## src/rtl/ex_mult_unit_if.sv

```systemverilog
// Handshake and operand/result bundle between the EX-stage control and the
// multi-cycle multiplier.
interface ex_mult_unit_if #(
  parameter int XLEN = 32
);
  logic            start;
  logic            signed_op;
  logic            kill;
  logic [XLEN-1:0] opA;
  logic [XLEN-1:0] opB;
  logic            stall;
  logic            busy;
  logic            done;
  logic [XLEN-1:0] hi;
  logic [XLEN-1:0] lo;

  modport master (
    output start, signed_op, kill, opA, opB,
    input  stall, busy, done, hi, lo
  );

  modport slave (
    input  start, signed_op, kill, opA, opB,
    output stall, busy, done, hi, lo
  );
endinterface

```

## src/rtl/ex_mult_unit.sv

```systemverilog
// Multi-cycle shift-add XLEN x XLEN multiplier for the EX stage, STEP bits per cycle.
// Define MULT_EARLY_EXIT_EN to finish as soon as the remaining multiplier is zero.
module ex_mult_unit #(
  parameter int XLEN = 32,
  parameter int STEP = 1
) (
  input  logic          clk,
  input  logic          rst,
  ex_mult_unit_if.slave mif
);

  localparam int N     = XLEN / STEP;
  localparam int CNT_W = (N > 1) ? $clog2(N) : 1;
  localparam int PW    = 2 * XLEN;

  if ((STEP != 1 && STEP != 2 && STEP != 4) || (XLEN % STEP) != 0) begin : g_bad_step
    $error("ex_mult_unit: STEP must be 1, 2 or 4 and divide XLEN");
  end

  typedef enum logic [1:0] {
    IDLE,
    RUN,
    DONE
  } state_t;

  state_t            state, state_nxt;
  logic [PW-1:0]     mcand;
  logic [PW-1:0]     acc;
  logic [PW-1:0]     partial;
  logic [PW-1:0]     acc_sum;
  logic [PW-1:0]     result;
  logic [PW-1:0]     hilo;
  logic [XLEN-1:0]   mplier;
  logic [XLEN-1:0]   mplier_nxt;
  logic [XLEN-1:0]   mag_a;
  logic [XLEN-1:0]   mag_b;
  logic [CNT_W-1:0]  cnt;
  logic              sign;
  logic              busy_q;
  logic              accept;
  logic              last;

  assign accept = (state == IDLE) && mif.start && !mif.kill;

  // Operand magnitudes; -0x80000000 wraps back to 0x80000000, the correct unsigned magnitude.
  assign mag_a = (mif.signed_op && mif.opA[XLEN-1]) ? -mif.opA : mif.opA;
  assign mag_b = (mif.signed_op && mif.opB[XLEN-1]) ? -mif.opB : mif.opB;

  // NOTE: every always_comb output gets a default first so no path leaves it unassigned (no latch).
  always_comb begin
    partial = '0;
    for (int i = 0; i < STEP; i++) begin
      if (mplier[i]) partial = partial + (mcand << i);
    end
  end

  assign acc_sum    = acc + partial;
  assign result     = sign ? -acc_sum : acc_sum;
  assign mplier_nxt = mplier >> STEP;

`ifdef MULT_EARLY_EXIT_EN
  assign last = (cnt == CNT_W'(N - 1)) || (mplier_nxt == '0);
`else
  assign last = (cnt == CNT_W'(N - 1));
`endif

  // NOTE: sequential state uses non-blocking assignments so all flops update from pre-edge values.
  always_ff @(posedge clk or negedge rst) begin
    if (!rst) state <= IDLE;
    else      state <= state_nxt;
  end

  always_comb begin
    state_nxt = state;
    case (state)
      IDLE:    if (accept) state_nxt = RUN;
      RUN:     if (last)   state_nxt = DONE;
      DONE:    state_nxt = IDLE;
      default: state_nxt = IDLE;
    endcase
    if (mif.kill) state_nxt = IDLE;
  end

  // stall is forced low while reset is held, even if start is still asserted.
  always_comb begin
    mif.stall = 1'b0;
    mif.done  = 1'b0;
    if (rst) begin
      mif.stall = (state == RUN) || ((state == IDLE) && mif.start && !mif.kill);
      mif.done  = (state == DONE);
    end
  end

  // NOTE: the datapath registers are reset too, so a reset mid-operation leaves no stale product.
  always_ff @(posedge clk or negedge rst) begin
    if (!rst) begin
      mcand  <= '0;
      mplier <= '0;
      acc    <= '0;
      cnt    <= '0;
      sign   <= 1'b0;
      hilo   <= '0;
      busy_q <= 1'b0;
    end else begin
      busy_q <= (state_nxt == RUN);
      if (accept) begin
        mcand  <= {{XLEN{1'b0}}, mag_a};
        mplier <= mag_b;
        acc    <= '0;
        cnt    <= '0;
        sign   <= mif.signed_op & (mif.opA[XLEN-1] ^ mif.opB[XLEN-1]);
      end else if (state == RUN) begin
        acc    <= acc_sum;
        mplier <= mplier_nxt;
        mcand  <= mcand << STEP;
        cnt    <= cnt + 1'b1;
        if (last && !mif.kill) hilo <= result;
      end
    end
  end

  assign mif.busy = busy_q;
  assign mif.hi   = hilo[PW-1:XLEN];
  assign mif.lo   = hilo[XLEN-1:0];

endmodule

```

## src/flat_wrapper.sv

```systemverilog
// flat-port wrapper written by rule: the top's interface ports become plain ports
module ex_mult_unit_flat 
#(
  parameter int XLEN = 32,
  parameter int STEP = 1
)
  (clk, rst, mif_start, mif_signed_op, mif_kill, mif_opA, mif_opB, mif_stall, mif_busy, mif_done, mif_hi, mif_lo);
  ex_mult_unit_if #(.XLEN(XLEN)) mif_i ();
  input  logic clk;
  input  logic rst;
  input wire logic [$bits(mif_i.start)-1:0] mif_start;
  input wire logic [$bits(mif_i.signed_op)-1:0] mif_signed_op;
  input wire logic [$bits(mif_i.kill)-1:0] mif_kill;
  input wire logic [$bits(mif_i.opA)-1:0] mif_opA;
  input wire logic [$bits(mif_i.opB)-1:0] mif_opB;
  output wire logic [$bits(mif_i.stall)-1:0] mif_stall;
  output wire logic [$bits(mif_i.busy)-1:0] mif_busy;
  output wire logic [$bits(mif_i.done)-1:0] mif_done;
  output wire logic [$bits(mif_i.hi)-1:0] mif_hi;
  output wire logic [$bits(mif_i.lo)-1:0] mif_lo;
  assign mif_i.start = mif_start;
  assign mif_i.signed_op = mif_signed_op;
  assign mif_i.kill = mif_kill;
  assign mif_i.opA = mif_opA;
  assign mif_i.opB = mif_opB;
  assign mif_stall = mif_i.stall;
  assign mif_busy = mif_i.busy;
  assign mif_done = mif_i.done;
  assign mif_hi = mif_i.hi;
  assign mif_lo = mif_i.lo;
  ex_mult_unit #(.XLEN(XLEN), .STEP(STEP)) u_core (.clk(clk), .rst(rst), .mif(mif_i));
endmodule
```

## config.mk

```make
export PLATFORM = sky130hd
export DESIGN_NAME = ex_mult_unit_flat
export DESIGN_NICKNAME = d
export VERILOG_FILES = /design/src/rtl/ex_mult_unit_if.sv /design/src/rtl/ex_mult_unit.sv /design/src/flat_wrapper.sv
export SDC_FILE = /design/constraint.sdc
export NUM_CORES = 1
export LEC_CHECK = 0
export ABC_AREA = 1
export CAP_MARGIN = 20
export CORE_MARGIN = 2
export CORE_UTILIZATION = 55
export DETAILED_ROUTE_END_ITERATION = 7
export GPL_TIMING_DRIVEN = 0
export PLACE_DENSITY = 0.83
export SKIP_CTS_REPAIR_TIMING = 1
export SLEW_MARGIN = 20
export SYNTH_ARGS = -nofsm -noshare
export SYNTH_HDL_FRONTEND = slang
export SYNTH_SLANG_ARGS = --single-unit
```

## constraint.sdc

```tcl
create_clock -name clk -period 10.05 [get_ports clk]
set_clock_uncertainty 0.1 [all_clocks]
set_input_delay 1.5075 -clock clk [delete_from_list [all_inputs] [get_ports clk]]
set_output_delay 1.5075 -clock clk [all_outputs]
set_load 0.02 [all_outputs]
```

==> results_dict.tcl, run 1 <==
set metrics [dict create \
    port_buffers 135 \
    cts.htree.levels 1 \
    synthAdderAreaFrac 0.0446 \
    async_flop_share 1.00 \
    slowest_stage "nor2_1" \
    start_util 0.562 \
    synthSimpleGateAreaFrac 0.389 \
    power.density_nw_per_um2 204 \
    ios 136 \
    ant_nets 0 \
    final_cell_mix "1256 x nand2_1, 569 x inv_1, 258 x nor2_1" \
    die-area_um2 37000 \
    finalMaxSlewViolations 0 \
    grt.overflow.total 0 \
    ys.flop_type "dfrtp_1" \
    ys_ff_latch 233 \
    die-width_um 192 \
    hp-start "u_core.hilo[48]$_DFFE_PN0P_" \
    avgSynthCellArea_um2 5.99 \
    startpoint "mif_kill" \
    cts.sinks 233 \
    clk_latency_ps 560 \
    finalCritPeriodShare 0.639 \
    fin_setup_tns_ps 0 \
    max_stage_delay_ps 710 \
    core_um2 34700 \
    layout_commonest_cell "nand2_1" \
    grt_max_degree 101 \
    rsz0062_at_grt "no" \
    gp_congestion 1.04 \
    synth_compound_area_frac 0.105 \
    cp.depth 9 \
    yosysUniqueCellTypes 47 \
    max_freq_mhz 156 \
    drtIter0Drc 2360 \
    synth-edff-count 0 \
    grt_pass1_wl_um 110000 \
    grt_usage 0.392 \
    cts_tree "built" \
    muxShareOfSynthArea 0 \
    cts_root_buffer "clkbuf_16" \
    cp-end-kind "output pin" \
    filler_cell_count 3315 \
    place_area_um2 21500 \
    syn_inst 3257 \
    setup_viol 0 \
    drive_gt1_frac 0.0471 \
    required_ps 8440 \
    syn_area_um2 19500 \
    cp_cell_sequence "clkdlybuf4s50_1, nor2_1, nand3_1, inv_1, nor2_1, buf_2, buf_1, nor2_1, clkdlybuf4s50_1" \
    dr_total_vias 21684 \
    worst_pin_slew_ps 1220 \
    reg2reg_from "u_core.mplier[0]$_DFFE_PN0N_" \
    crit_arrival_ps 4820 \
    cts_buffers 26 \
    cp-start-kind "input pin" \
    cp_top_family "buffers and inverters" \
    cp_max_fo 10 \
    drt_wl_total_um 71600 \
    hpwlAfterDp_um 58400 \
    wl_per_cell_um 18.4 \
    ff2ff_path_depth 24 \
    vdd_drop_max_v 0.000129 \
    dr.pass1.iters 5 \
    synth_seq_area_share 0.299 \
    area_growth_pct 14.8 \
    final_net_count 3560 \
    cap_violations 0 \
    avgViaCountPerCell 5.57 \
    row_count 68 \
    final_area_um2 22400 \
    finalHoldViolations 0 \
    relSlewSlack 0.188 \
    yosys_warnings 0 \
    synth_xor_area_frac 0.0341 \
    ctsLongestPathBuffers 3 \
    outcome "complete, no violations" \
    worstHoldPathCells 2 \
    antenna_found_initial 1 \
    route.detailed.drc 0 \
    synth_fp_nets 3395 \
    path_class "in -> out" \
    clk_pin_slew_ps 60 \
    synth_top_family_by_area "simple AND/OR/NAND/NOR gates" \
    hp-class "reg -> reg" \
    min_period_ps 6430 \
    p_leak_nw 12.4 \
    worst-path-buf-inv 5 \
    first_global_vias 20553 \
    die_y_um 192 \
    cp_common_cell "nor2_1" \
]
==> routing by layer <==
metal,track usage,vias to the layer above,routed length [um]
met5,0,-,0
met2,0.604,1099,30700
met3,0.0969,169,8100
met4,0.153,0,2800
li1,-,10373,-
met1,0.529,10043,30000
==> worst min-delay path: stages (launching register included) <==
cell,delay (ps)
dfrtp_1,340
nand2_1,50
nand2_1,60
==> cells by family (layout without fill, tap and decap cells) <==
family / Yosys count / in the layout
compound gates: 373 / 373
fa+ha+maj: 69 / 69
xor+xnor: 75 / 75
flops: 233 / 233
buf+inv: 662 / 845
simple gates: 1845 / 1845
other cells: 0 / 1
==> sequential cells by signal (all words and copies together), names as in the netlist <==
name / cells
u_core.mcand: 64
u_core.mplier: 32
u_core.cnt: 5
u_core.state: 2
u_core.sign: 1
u_core.hilo: 64
u_core.acc: 64
u_core.mif.busy: 1
==> synth_stat cells (15+ instances only) <==
cell | number | area (um^2)
nand2_1 | 1256 | 4710
inv_1 | 569 | 2140
nor2_1 | 258 | 968
dfrtp_1 | 233 | 5830
o21ai_0 | 214 | 1070
nand3_1 | 172 | 861
ha_1 | 68 | 851
a21oi_1 | 64 | 320
clkbuf_1 | 63 | 236
xor2_1 | 50 | 438
nand2_2 | 40 | 250
o22ai_1 | 33 | 206
nor2_2 | 25 | 156
nor3_1 | 25 | 125
nand4_1 | 24 | 150
xnor2_1 | 24 | 210
o211ai_1 | 15 | 113
==> power by group <==
part / leakage (nW) / internal [mW] / total (mW) / switching (mW)
combinational: 8.82 / 0.681 / 2.34 / 1.66
clock: 0.456 / 0.599 / 1.01 / 0.414
sequential: 3.10 / 1.11 / 1.22 / 0.115
total: 12.4 / 2.39 / 4.57 / 2.19
==> metrics by stage <==
step	setup slack (ps)	utilization	instances	power (mW)	hold slack (ps)
after floorplan	5650	-	3257	2.75	334
after global placement	-2400	0.617	3847	3.39	355
after detailed placement	3770	0.619	3849	3.44	367
after CTS	3750	0.645	3895	4.47	384
after global routing	3510	0.645	3895	4.85	404
final	3620	0.645	3896	4.57	383
==> layout make-up <==
class	instances	area [um^2]	share of cell area
Antenna cell	1	2.50	0.000112
Multi-Input combinational cell	2362	11200	0.499
Clock buffer	35	786	0.0351
Buffer	78	304	0.0136
Clock inverter	11	120	0.00536
Sequential cell	233	5830	0.260
Tap cell	455	569	0.0254
Timing Repair Buffer	137	1410	0.0630
Inverter	584	2190	0.0979
==> worst paths after layout <==
path / end / slack [ps]
max: mif_stall / 3620
min: u_core.hilo[48]$_DFFE_PN0P_ / 380
max reg2reg: u_core.hilo[39]$_DFFE_PN0P_ / 5040
min reg2reg: u_core.hilo[48]$_DFFE_PN0P_ / 380
max in group asynchronous: u_core.mcand[44]$_DFFE_PN0N_ / 7820
min in group asynchronous: u_core.hilo[3]$_DFFE_PN0P_ / 800
Note: power is estimated with default switching activity, not from simulation.
==> run 2: changes to the inputs <==
--- a/config.mk
+++ b/config.mk
@@ -11,7 +11,7 @@
 export CORE_UTILIZATION = 55
 export DETAILED_ROUTE_END_ITERATION = 7
 export GPL_TIMING_DRIVEN = 0
-export PLACE_DENSITY = 0.83
+export PLACE_DENSITY = 0.86
 export SKIP_CTS_REPAIR_TIMING = 1
 export SLEW_MARGIN = 20
 export SYNTH_ARGS = -nofsm -noshare
==> constraint.sdc (replaced) <==
create_clock -name clk -period 5.6 [get_ports clk]
set_clock_uncertainty 0.1 [all_clocks]
set_input_delay 0.84 -clock clk [delete_from_list [all_inputs] [get_ports clk]]
set_output_delay 0.84 -clock clk [all_outputs]
set_load 0.02 [all_outputs]
==> results_dict.tcl, run 2 (same netlist as run 1, synthesis figures left out) <==
set metrics [dict create \
    outcome "complete, no violations" \
    layout_commonest_cell "nand2_1" \
    cp-start-kind "flop" \
    grt_pass1_wl_um 104000 \
    start_util 0.562 \
    dr.pass1.iters 7 \
    clk_pin_slew_ps 70 \
    dr_total_vias 21295 \
    cap_violations 0 \
    path_class "reg -> out" \
    max_freq_mhz 192 \
    grt_usage 0.365 \
    hp-class "in -> async" \
    finalMaxSlewViolations 0 \
    avgViaCountPerCell 5.46 \
    power.density_nw_per_um2 364 \
    antenna_cells 0 \
    top_regs "u_core.acc: 64 flops, u_core.hilo: 64 flops, u_core.mcand: 64 flops" \
    final_cell_mix "1256 x nand2_1, 569 x inv_1, 258 x nor2_1" \
    final_net_count 3560 \
    min_period_ps 5220 \
    finalCritPeriodShare 0.932 \
    core_um2 34700 \
    p_leak_nw 12.4 \
    vdd_drop_max_v 0.000225 \
    area_growth_pct 15.0 \
    cp-end-kind "output pin" \
    setup_viol 0 \
    cts.sinks 233 \
    cts_tree "built" \
    relSlewSlack 0.369 \
    finalHoldViolations 0 \
    clk_latency_ps 560 \
    cp_max_fo 10 \
    die-width_um 192 \
    required_ps 4660 \
    rsz0062_at_grt "no" \
    die_y_um 192 \
    ctsLongestPathBuffers 3 \
    fin_setup_tns_ps 0 \
    drive_gt1_frac 0.0468 \
    gp_congestion 1.06 \
    final_area_um2 22400 \
    crit_arrival_ps 4280 \
    port_buffers 135 \
    total_power_mw 8.17 \
    first_global_vias 19950 \
    antenna_found_initial 0 \
    cts.htree.levels 1 \
    drtIter0Drc 2347 \
    ios 136 \
    place_area_um2 21500 \
    route.detailed.drc 0 \
    wl_per_cell_um 17.1 \
    cts_buffers 26 \
    hpwlAfterDp_um 53900 \
    grt.overflow.total 0 \
    die-area_um2 37000 \
    cts_root_buffer "clkbuf_16" \
    ant_nets 0 \
    row_count 68 \
    worst_pin_slew_ps 944 \
    grt_max_degree 96 \
    drt_wl_total_um 66600 \
]
==> run 2: per-stage QoR <==
stage	setup WS, ps	util	hold WS, ps	instances
after floorplan	2420	-	334	3257
after global routing	319	0.646	193	3897
after CTS	568	0.646	163	3897
after global placement	-6260	0.617	364	3847
after detailed placement	615	0.619	366	3849
final	383	0.646	146	3897
==> run 2: final timing paths <==
kind                       depth (start not counted)                         start  slack, ps                           end
setup / recovery                                   9     u_core.state[0]$_DFF_PN0_        380                     mif_stall
hold / removal                                     1                           rst        150   u_core.mcand[5]$_DFFE_PN0N_
setup reg to reg                                  24  u_core.mplier[0]$_DFFE_PN0N_        770   u_core.hilo[39]$_DFFE_PN0P_
hold reg to reg                                    1     u_core.cnt[3]$_DFFE_PN0N_        380     u_core.cnt[3]$_DFFE_PN0N_
max in group asynchronous                          2                           rst       4350  u_core.mcand[49]$_DFFE_PN0N_
min in group clk                                   1     u_core.cnt[3]$_DFFE_PN0N_        380     u_core.cnt[3]$_DFFE_PN0N_
==> run 2: worst max-delay path, cell delays in order, from the launching register on <==
cell and delay [ps]:
dfrtp_1 320, buf_2 200, clkinv_1 310, nand3_1 400, inv_1 130, nor2_1 730, buf_2 460, buf_1 480
nor2_1 120, clkdlybuf4s50_1 560
==> run 2: power breakdown <==
group	internal [mW]	leakage, nW	total, mW	switching, mW
Combinational	1.22	8.82	4.08	2.86
Sequential	1.98	3.10	2.19	0.204
Clock	1.14	0.447	1.91	0.768
Total	4.34	12.4	8.17	3.83
==> run 2: final cells by class <==
type,instances,area (um^2)
buffer,78,304
clock buffer,35,756
clock inverter,13,189
fill,3250,12300
inverter,584,2190
multi-input combinational,2362,11200
sequential,233,5830
tap,455,569
timing repair buffer,137,1410
==> run 2: per-layer routing <==
metal,global-route usage,share of wire
met1,0.497,0.41
met2,0.571,0.43
met3,0.0676,0.11
met4,0.155,0.045
met5,0,0
==> run 3: changes to the inputs <==
--- a/config.mk
+++ b/config.mk
@@ -7,11 +7,13 @@
 export LEC_CHECK = 0
 export ABC_AREA = 1
 export CAP_MARGIN = 20
+export CELL_PAD_IN_SITES_DETAIL_PLACEMENT = 0
+export CELL_PAD_IN_SITES_GLOBAL_PLACEMENT = 2
 export CORE_MARGIN = 2
-export CORE_UTILIZATION = 55
+export CORE_UTILIZATION = 29
 export DETAILED_ROUTE_END_ITERATION = 7
 export GPL_TIMING_DRIVEN = 0
-export PLACE_DENSITY = 0.86
+export PLACE_DENSITY = 0.85
 export SKIP_CTS_REPAIR_TIMING = 1
 export SLEW_MARGIN = 20
 export SYNTH_ARGS = -nofsm -noshare
==> results_dict.tcl, run 3 (same netlist as run 1, synthesis figures left out) <==
set metrics [dict create \
    setup_ws_ps 317 \
    cp.depth 9 \
    final_net_count 3559 \
    crit_arrival_ps 4340 \
    ios 136 \
    row_count 95 \
    cts_root_buffer "clkbuf_16" \
    port_buffers 135 \
    hp-class "in -> async" \
    ant_nets 0 \
    grt.overflow.total 0 \
    p_leak_nw 12.3 \
    cp-start-kind "flop" \
    antenna_found_initial 0 \
    clk_latency_ps 550 \
    grt_max_degree 94 \
    power.density_nw_per_um2 354 \
    rsz0062_at_grt "no" \
    start_util 0.292 \
    cts_buffers 25 \
    path_class "reg -> out" \
    die-area_um2 69400 \
    worst-path-buf-inv 6 \
    max_stage_delay_ps 750 \
    cts.htree.levels 1 \
    cts_tree "built" \
    outcome "complete, no violations" \
    setup_viol 0 \
    cp-end-kind "output pin" \
    finalMaxSlewViolations 0 \
    core_um2 66900 \
    avgViaCountPerCell 4.71 \
    die-width_um 263 \
    vdd_drop_max_v 0.000238 \
    ctsLongestPathBuffers 3 \
    cp_max_fo 10 \
    worst_pin_slew_ps 1110 \
    filler_cell_count 7522 \
    hpwlAfterDp_um 65600 \
    gp_congestion 0.909 \
    dr.pass1.iters 8 \
    drtIter0Drc 1420 \
    startpoint "u_core.state[0]$_DFF_PN0_" \
    ff2ff_path_depth 23 \
    slowest_stage "nor2_1" \
    wl_per_cell_um 18.1 \
    dr_total_vias 20289 \
    grt_usage 0.223 \
    min_period_ps 5280 \
    max_freq_mhz 189 \
    final_cell_mix "1256 x nand2_1, 569 x inv_1, 258 x nor2_1" \
    antenna_cells 0 \
    first_global_vias 19929 \
    reg2reg_from "u_core.mplier[0]$_DFFE_PN0N_" \
    total_power_mw 8.10 \
    cts.sinks 233 \
    clk_pin_slew_ps 70 \
    place_ws_ps 407 \
    finalHoldViolations 0 \
    final_core_utilization 0.342 \
    relSlewSlack 0.258 \
    finalCritPeriodShare 0.943 \
    required_ps 4660 \
    route.detailed.drc 0 \
    top_regs "u_core.acc: 64 flops, u_core.hilo: 64 flops, u_core.mcand: 64 flops" \
    layout_commonest_cell "nand2_1" \
    cap_violations 0 \
    cp_cell_sequence "buf_2, clkinv_1, nand3_1, inv_1, nor2_1, buf_2, buf_1, nor2_1, clkdlybuf4s50_1" \
    drive_gt1_frac 0.0457 \
    grt_pass1_wl_um 119000 \
    cp_top_family "buffers and inverters" \
    drt_wl_total_um 78100 \
    area_growth_pct 17.2 \
    die_y_um 263 \
]
## run 3: changes by cell type in the layout (fill, tap and decap cells not counted), sizes merged
cell / change
bufinv: -1
clkinvlp: -3
clkinv: +3
inv: -1
clkbuf: -1
## run 3: worst reg2reg max path, stage by stage, from the launching register on
cell and delay (ps):
dfrtp_1 350, clkbuf_1 710, nand2_1 150, inv_1 90, ha_1 280, inv_1 90
fa_1 440, inv_1 110, nand2_1 80, nand2_1 120, nand3_1 110, nand2_1 200
nand2_1 110, nand3_1 210, nand2_1 80, nand2_1 310, nand2_1 180, nor2_1 130
nand2_1 90, nor2_4 230, nand2_1 100, nand2_2 130, xor2_1 500, o21ai_1 120
## run 3: layout make-up
type / instances / area [um^2] / area share
Sequential cell: 233 / 5830 / 0.255
Inverter: 584 / 2190 / 0.0959
Buffer: 78 / 304 / 0.0133
Clock inverter: 11 / 146 / 0.00640
Multi-Input combinational cell: 2362 / 11200 / 0.489
Tap cell: 873 / 1090 / 0.0478
Timing Repair Buffer: 137 / 1410 / 0.0617
Clock buffer: 34 / 709 / 0.0310
## run 3: through the flow
step	hold slack (ps)	std cells	area [um^2]	setup TNS (ps)
detailed placement	356	4267	22000	0
global route	218	4312	22900	0
floorplan	334	3257	19500	0
global placement	351	4265	22000	-1625360
finish	171	4312	22900	0
CTS	196	4312	22900	0
## run 3: power breakdown
group | leakage [nW] | switching, mW | internal (mW)
Sequential | 3.10 | 0.198 | 1.98
Clock | 0.416 | 0.739 | 1.03
Combinational | 8.82 | 2.93 | 1.22
## run 3: path summary, 6_finish.rpt
kind | end | slack (ps)
max | mif_stall | 320
min | u_core.mcand[3]$_DFFE_PN0N_ | 170
max reg2reg | u_core.hilo[39]$_DFFE_PN0P_ | 460
min reg2reg | u_core.cnt[3]$_DFFE_PN0N_ | 370
max in group asynchronous | u_core.mcand[46]$_DFFE_PN0N_ | 3960
min in group clk | u_core.cnt[3]$_DFFE_PN0N_ | 370
## run 3: metal layers
metal  vias up  GRT usage  part of all wire  routed length (um)
met5         -          0                 0                   0
met4         0     0.0537             0.024                1860
met3        79     0.0210             0.047                3650
met2       465      0.376              0.46               36000
met1      9365      0.307              0.47               36600
li1      10380          -                 -                   -
